===== src/rtl/sw_input_pkg.sv =====
// sw_input_pkg: shared constants for the board switch/button reader.
// Defaults target a 100 MHz clock with a 1 ms sample tick.
package sw_input_pkg;

  localparam int SW_WIDTH          = 16;
  localparam int SW_TICK_DIV       = 100000;
  localparam int SW_STABLE_SAMPLES = 8;
  localparam int SW_STEP_BIT       = 15;

  // prescaler counter width, never below one bit
  function automatic int cnt_w(input int div);
    return (div > 2) ? $clog2(div) : 1;
  endfunction

endpackage


===== src/rtl/debounce_bit.sv =====
// debounce_bit: per-bit sample history and level acceptance.
// Emits a one-cycle rise/fall pulse when a new level is accepted.
module debounce_bit
  import sw_input_pkg::*;
#(
  parameter int SAMPLES = SW_STABLE_SAMPLES
) (
  input  logic clk,
  input  logic rst_n,
  input  logic tick,
  input  logic din,
  output logic stable,
  output logic rise,
  output logic fall,
  output logic pulse_nxt
);

  // only the newest SAMPLES-1 samples are kept; the oldest one
  // would be shifted out before it could ever be looked at
  logic [SAMPLES-2:0] hist;
  logic [SAMPLES-1:0] win;
  logic               rise_nxt;
  logic               fall_nxt;

  // window = stored history plus the sample entering at this tick
  always_comb begin
    win      = {hist, din};
    rise_nxt = tick & (&win) & ~stable;
    fall_nxt = tick & ~(|win) & stable;
  end

  assign pulse_nxt = rise_nxt | fall_nxt;

  // history shift on tick, level update and single-cycle pulses
  always_ff @(posedge clk) begin
    if (!rst_n) begin
      hist   <= '0;
      stable <= 1'b0;
      rise   <= 1'b0;
      fall   <= 1'b0;
    end else begin
      if (tick) hist <= win[SAMPLES-2:0];
      rise <= rise_nxt;
      fall <= fall_nxt;
      if (rise_nxt)      stable <= 1'b1;
      else if (fall_nxt) stable <= 1'b0;
    end
  end

endmodule


===== src/rtl/sw_input_debouncer.sv =====
// sw_input_debouncer: sync, debounce and edge-detect board inputs.
// Define STEP_PULSE_EN to add the single-step enable output.
module sw_input_debouncer
  import sw_input_pkg::*;
#(
  parameter int WIDTH          = SW_WIDTH,
  parameter int TICK_DIV       = SW_TICK_DIV,
  parameter int STABLE_SAMPLES = SW_STABLE_SAMPLES,
  parameter int STEP_BIT       = SW_STEP_BIT
) (
  input  logic             clk,
  input  logic             rst_n,
  input  logic [WIDTH-1:0] sw_raw,
  output logic [WIDTH-1:0] sw_stable,
  output logic [WIDTH-1:0] sw_rise,
  output logic [WIDTH-1:0] sw_fall,
  output logic             sw_changed
`ifdef STEP_PULSE_EN
  ,
  output logic             step_pulse
`endif
);

  localparam int CNT_W = cnt_w(TICK_DIV);
  localparam logic [CNT_W-1:0] CNT_LAST = CNT_W'(TICK_DIV - 1);

  if (TICK_DIV < 2 || STABLE_SAMPLES < 2 ||
      STEP_BIT >= WIDTH) begin : g_bad_cfg
    $error("sw_input_debouncer: bad parameters");
  end

  logic [CNT_W-1:0] cnt;
  logic             tick;
  logic [WIDTH-1:0] sync1;
  logic [WIDTH-1:0] sync2;
  logic [WIDTH-1:0] pulse_nxt;

  assign tick = (cnt == CNT_LAST);

  // free-running sample prescaler, wraps at TICK_DIV-1
  always_ff @(posedge clk) begin
    if (!rst_n)    cnt <= '0;
    else if (tick) cnt <= '0;
    else           cnt <= cnt + CNT_W'(1);
  end

  // two-flop synchroniser plus the registered change flag
  always_ff @(posedge clk) begin
    if (!rst_n) begin
      sync1      <= '0;
      sync2      <= '0;
      sw_changed <= 1'b0;
    end else begin
      sync1      <= sw_raw;
      sync2      <= sync1;
      sw_changed <= |pulse_nxt;
    end
  end

  for (genvar i = 0; i < WIDTH; i++) begin : g_bit
    debounce_bit #(
      .SAMPLES(STABLE_SAMPLES)
    ) u_bit (
      .clk      (clk),
      .rst_n    (rst_n),
      .tick     (tick),
      .din      (sync2[i]),
      .stable   (sw_stable[i]),
      .rise     (sw_rise[i]),
      .fall     (sw_fall[i]),
      .pulse_nxt(pulse_nxt[i])
    );
  end

`ifdef STEP_PULSE_EN
  assign step_pulse = sw_rise[STEP_BIT];
`endif

endmodule


===== config.mk =====
export PLATFORM = sky130hd
export DESIGN_NAME = sw_input_debouncer
export DESIGN_NICKNAME = d
export VERILOG_FILES = /design/src/rtl/sw_input_pkg.sv /design/src/rtl/debounce_bit.sv /design/src/rtl/sw_input_debouncer.sv
export SDC_FILE = /design/constraint.sdc
export NUM_CORES = 1
export LEC_CHECK = 0
export BUFFER_PORTS_ARGS = -buffer_cell sky130_fd_sc_hd__buf_2
export CAP_MARGIN = 20
export CORE_MARGIN = 2
export CORE_UTILIZATION = 42
export DETAILED_ROUTE_END_ITERATION = 7
export PLACE_DENSITY = 0.64
export SLEW_MARGIN = 30
export SYNTH_ARGS = -nofsm -noshare
export SYNTH_HDL_FRONTEND = slang
export SYNTH_SLANG_ARGS = --single-unit

===== constraint.sdc =====
create_clock -name clk -period 2.9 [get_ports clk]
set_clock_uncertainty 0.2 [all_clocks]
set_input_delay 0.435 -clock clk [delete_from_list [all_inputs] [get_ports clk]]
set_output_delay 0.435 -clock clk [all_outputs]
set_load 0.05 [all_outputs]

==> flow_summary.yaml <==
grt:
  grt_overflow_total: 0
  grt_max_degree: 124
  antenna_found_initial: 0
  grt.total_usage_pct: 16.06
  grt_pass1_wl_mm: 26.86
  grt_pass1_vias: 5600
floorplan:
  io_pins: 67
  die_area_um2: 19930
  initial_core_util_pct: 42.53
  dieHeight_um: 141.2
  rows: 50
  die_x_um: 141.2
  core-area_um2: 18580
logic_synthesis:
  syn_avg_cell_area_um2: 8.231
  synthesis.nets: 979
  synthFlopType: "dfxtp_1"
  synth_compound_area_share_pct: 9.153
  synthXorXnorAreaFrac_pct: 1.663
  synth_edf_count: 0
  yosys_warnings: 0
  synthCells: 960
  synth-simple-area-share_pct: 28.00
  synth_top_family_by_area: "simple AND/OR/NAND/NOR gates"
  synthAdderAreaFrac_pct: 0.1584
  syn_area_um2: 7901
  seq_area_frac_synth_pct: 53.21
  ys_async_sr_fraction_pct: 0
  ys_seq_elements: 210
  muxShareOfSynthArea_pct: 0
  ys_types: 34
worst_setup_path:
  crit_path_max_fanout: 4
  path_cells: "ha_1 -> nand4_1 -> or4b_4 -> or4_4 -> nand4_1 -> o41a_1"
  path_common_cell: "nand4_1"
  crit_family: "simple AND/OR/NAND/NOR gates"
  cp_num_buf_inv: 0
  worst-setup-path-type: "reg2reg"
  slowest_stage: "or4b_4"
  critical_path.max_stage_delay_ns: 0.56
  critPathCaptureType: "flop"
  required_ns: 3.14
  critPathLaunchType: "flop"
  worst_ep_arrival_time_ns: 2.77
power_and_ir_drop:
  combPwrFrac_pct: 1.6
  internal_power_w: 0.005255
  p_sw_share_pct: 18.90
  vdd_drop_max_uv: 406.7
  clkPwrFrac_pct: 53.3
  power_density_nw_per_um2: 705.7
  p_switching_w: 0.001224
  p_leak_nw: 3.247
  pwr-share-seq_pct: 45.1
sta:
  relSlewSlack_pct: 50.44
  setup-tns-final_ns: 0
  clock.fmax_mhz: 395.0
  finalHoldViolCount: 0
  report.final.slew_viol_count: 0
  worst_hold_slack_ns: 0.1277
  period_needed_ns: 2.531
  final.period_utilization_pct: 87.29
  rsz0062_at_grt: "no"
  setup_viol: 0
  tightest_slew_ns: 0.7367
clocking:
  cts.sinks: 210
  max-clock-path-buffers: 3
  h-tree-depth: 1
  clock_latency_ns: 0.49
  cts_tree: "yes"
  cts_buffers: 22
  clkTransAtPathRegs_ns: 0.06
  cts_root_buffer: "clkbuf_16"
  cts_resized: 0
route:
  post_drt_wl_per_cell_um: 13.22
  drcViolationCount: 0
  num_vias: 6252
  first_iter_violations: 473
  first_pass_iters: 5
  vias_per_cell: 5.087
  ant_nets: 0
  routed_wl_mm: 16.25
place:
  gp_congestion: 0.7779
  place_hpwl_mm: 9.959
  portBuffers: 66
  place_inst: 1173
layout:
  n_antenna_cell: 0
  final_cells: 1229
  area_growth_pct: 16.20
  fin_nets: 998
  drive_gt1_share_pct: 12.36
hold_path:
  hold_path_class: "in2reg"
outcome:
  status: "complete, no violations"
run:
  max_cap_violations: 0
[what timing repair did]
item,CTS,global route
endpoints found under the setup margin,0,0
endpoints found under the hold margin,16,0
hold buffers,16,0
setup buffers,0,0
[tightest hold or removal path, cell delays in order]
cell,delay [ns]
buf_2,0.11
inv_4,0.12
nor2_1,0.12
[layer usage]
metal	part of all wire, %	global-route usage [%]	up-vias
li1	-	-	3197
met1	48	22.59	2918
met2	46	25.63	113
met3	4.0	3.023	24
met4	1.7	3.842	0
met5	0	0	-
[cells by family (layout without fill, tap and decap cells)]
kind of cell             after synthesis  count (layout)
AO/OA/AOI/OAI                        140             140
XOR/XNOR                              15              15
adder cells (fa/ha/maj)                1               1
buffers and inverters                114             149
flip-flops                           210             210
AND/OR/NAND/NOR                      480             480
[area by class of cell]
type	instances	area [µm²]
multi-input combinational	636	3089
timing repair buffer	95	625.6
clock inverter	14	307.8
fill	1736	9399
clock buffer	26	606.8
tap	234	292.8
sequential	210	4204
inverter	14	55.05
[worst paths after layout]
kind	start	endpoint	slack (ns)	cells after the start
worst max-delay path	cnt[0]$_SDFF_PP0_	sw_changed$_SDFF_PN0_	0.37	6
worst min-delay path	rst_n	g_bit[11].u_bit.rise$_SDFF_PN0_	0.13	3
worst max register to register	cnt[0]$_SDFF_PP0_	sw_changed$_SDFF_PN0_	0.37	6
worst min register to register	sync1[7]$_SDFF_PN0_	sync2[7]$_SDFF_PN0_	0.23	1
[sequential cells by signal, indices dropped and copies added (netlist names)]
name and cells:
g_bit.u_bit.hist 112, cnt 17, g_bit.u_bit.fall 16, g_bit.u_bit.rise 16
g_bit.u_bit.stable 16, sync1 16, sync2 16, sw_changed 1
[power by group through the flow]
stage / clock, W / combinational [W] / sequential, W
finish: 0.00345 / 0.000105 / 0.00292
CTS: 0.00353 / 0.000106 / 0.00292
floorplan: 0 / 0.0000581 / 0.00298
global placement: 0 / 0.0000896 / 0.00299
detailed placement: 0 / 0.0000892 / 0.00299
global route: 0.00364 / 0.000117 / 0.00292
[placed cells by master (no fill, tap or decap), types with 2 or more instances in the layout]
cell type and count:
o41ai_1 3, inv_1 13, nor2_1 57, clkbuf_16 23, clkinvlp_4 2, o21ai_0 7
nand3b_1 2, a21oi_1 128, nor3b_1 3, and3_1 2, and4b_1 2, and4_1 5
nand4_1 30, xor2_1 9, bufinv_16 9, xnor2_1 6, clkinv_4 2, and2_1 32
nand2_1 266, buf_4 10, nand4bb_1 2, nand3_1 21, buf_12 3, dfxtp_1 210
buf_2 66, nor3_1 22, nor4b_1 8, nor4_1 21, dlygate4sd3_1 16, clkbuf_8 2
[cells in the mapped netlist (2+ instances only)]
| library cell | instances | area [µm²] |
|---|---|---|
| dfxtp_1 | 210 | 4204 |
| nand2_1 | 266 | 998.5 |
| nor3b_1 | 3 | 22.52 |
| buf_2 | 8 | 40.04 |
| and2_1 | 32 | 200.2 |
| nand3_1 | 21 | 105.1 |
| and3_1 | 2 | 12.51 |
| nand4_1 | 30 | 187.7 |
| clkbuf_1 | 44 | 165.2 |
| a21oi_1 | 128 | 640.6 |
| nand3b_1 | 2 | 15.01 |
| inv_1 | 13 | 48.80 |
| and4_1 | 5 | 43.79 |
| and4b_1 | 2 | 20.02 |
| xor2_1 | 9 | 78.83 |
| buf_4 | 48 | 360.4 |
| nand4bb_1 | 2 | 22.52 |
| nor3_1 | 22 | 110.1 |
| xnor2_1 | 6 | 52.55 |
| o41ai_1 | 3 | 26.28 |
| nor4b_1 | 9 | 78.83 |
| o21ai_0 | 7 | 35.03 |
| nor2_1 | 57 | 214.0 |
| nor4_1 | 21 | 131.4 |
[per-stage QoR]
step	power, W	utilization, %	setup WS, ns	area [µm²]
after floorplan	0.003039	-	0.5595	7901
after global placement	0.003075	43.63	0.4845	8107
after detailed placement	0.003075	43.63	0.4539	8107
after CTS	0.006553	49.41	0.3817	9181
after global routing	0.006679	49.41	0.2999	9181
final	0.006479	49.41	0.3686	9181
No activity file was read; power rests on OpenSTA's default activity.
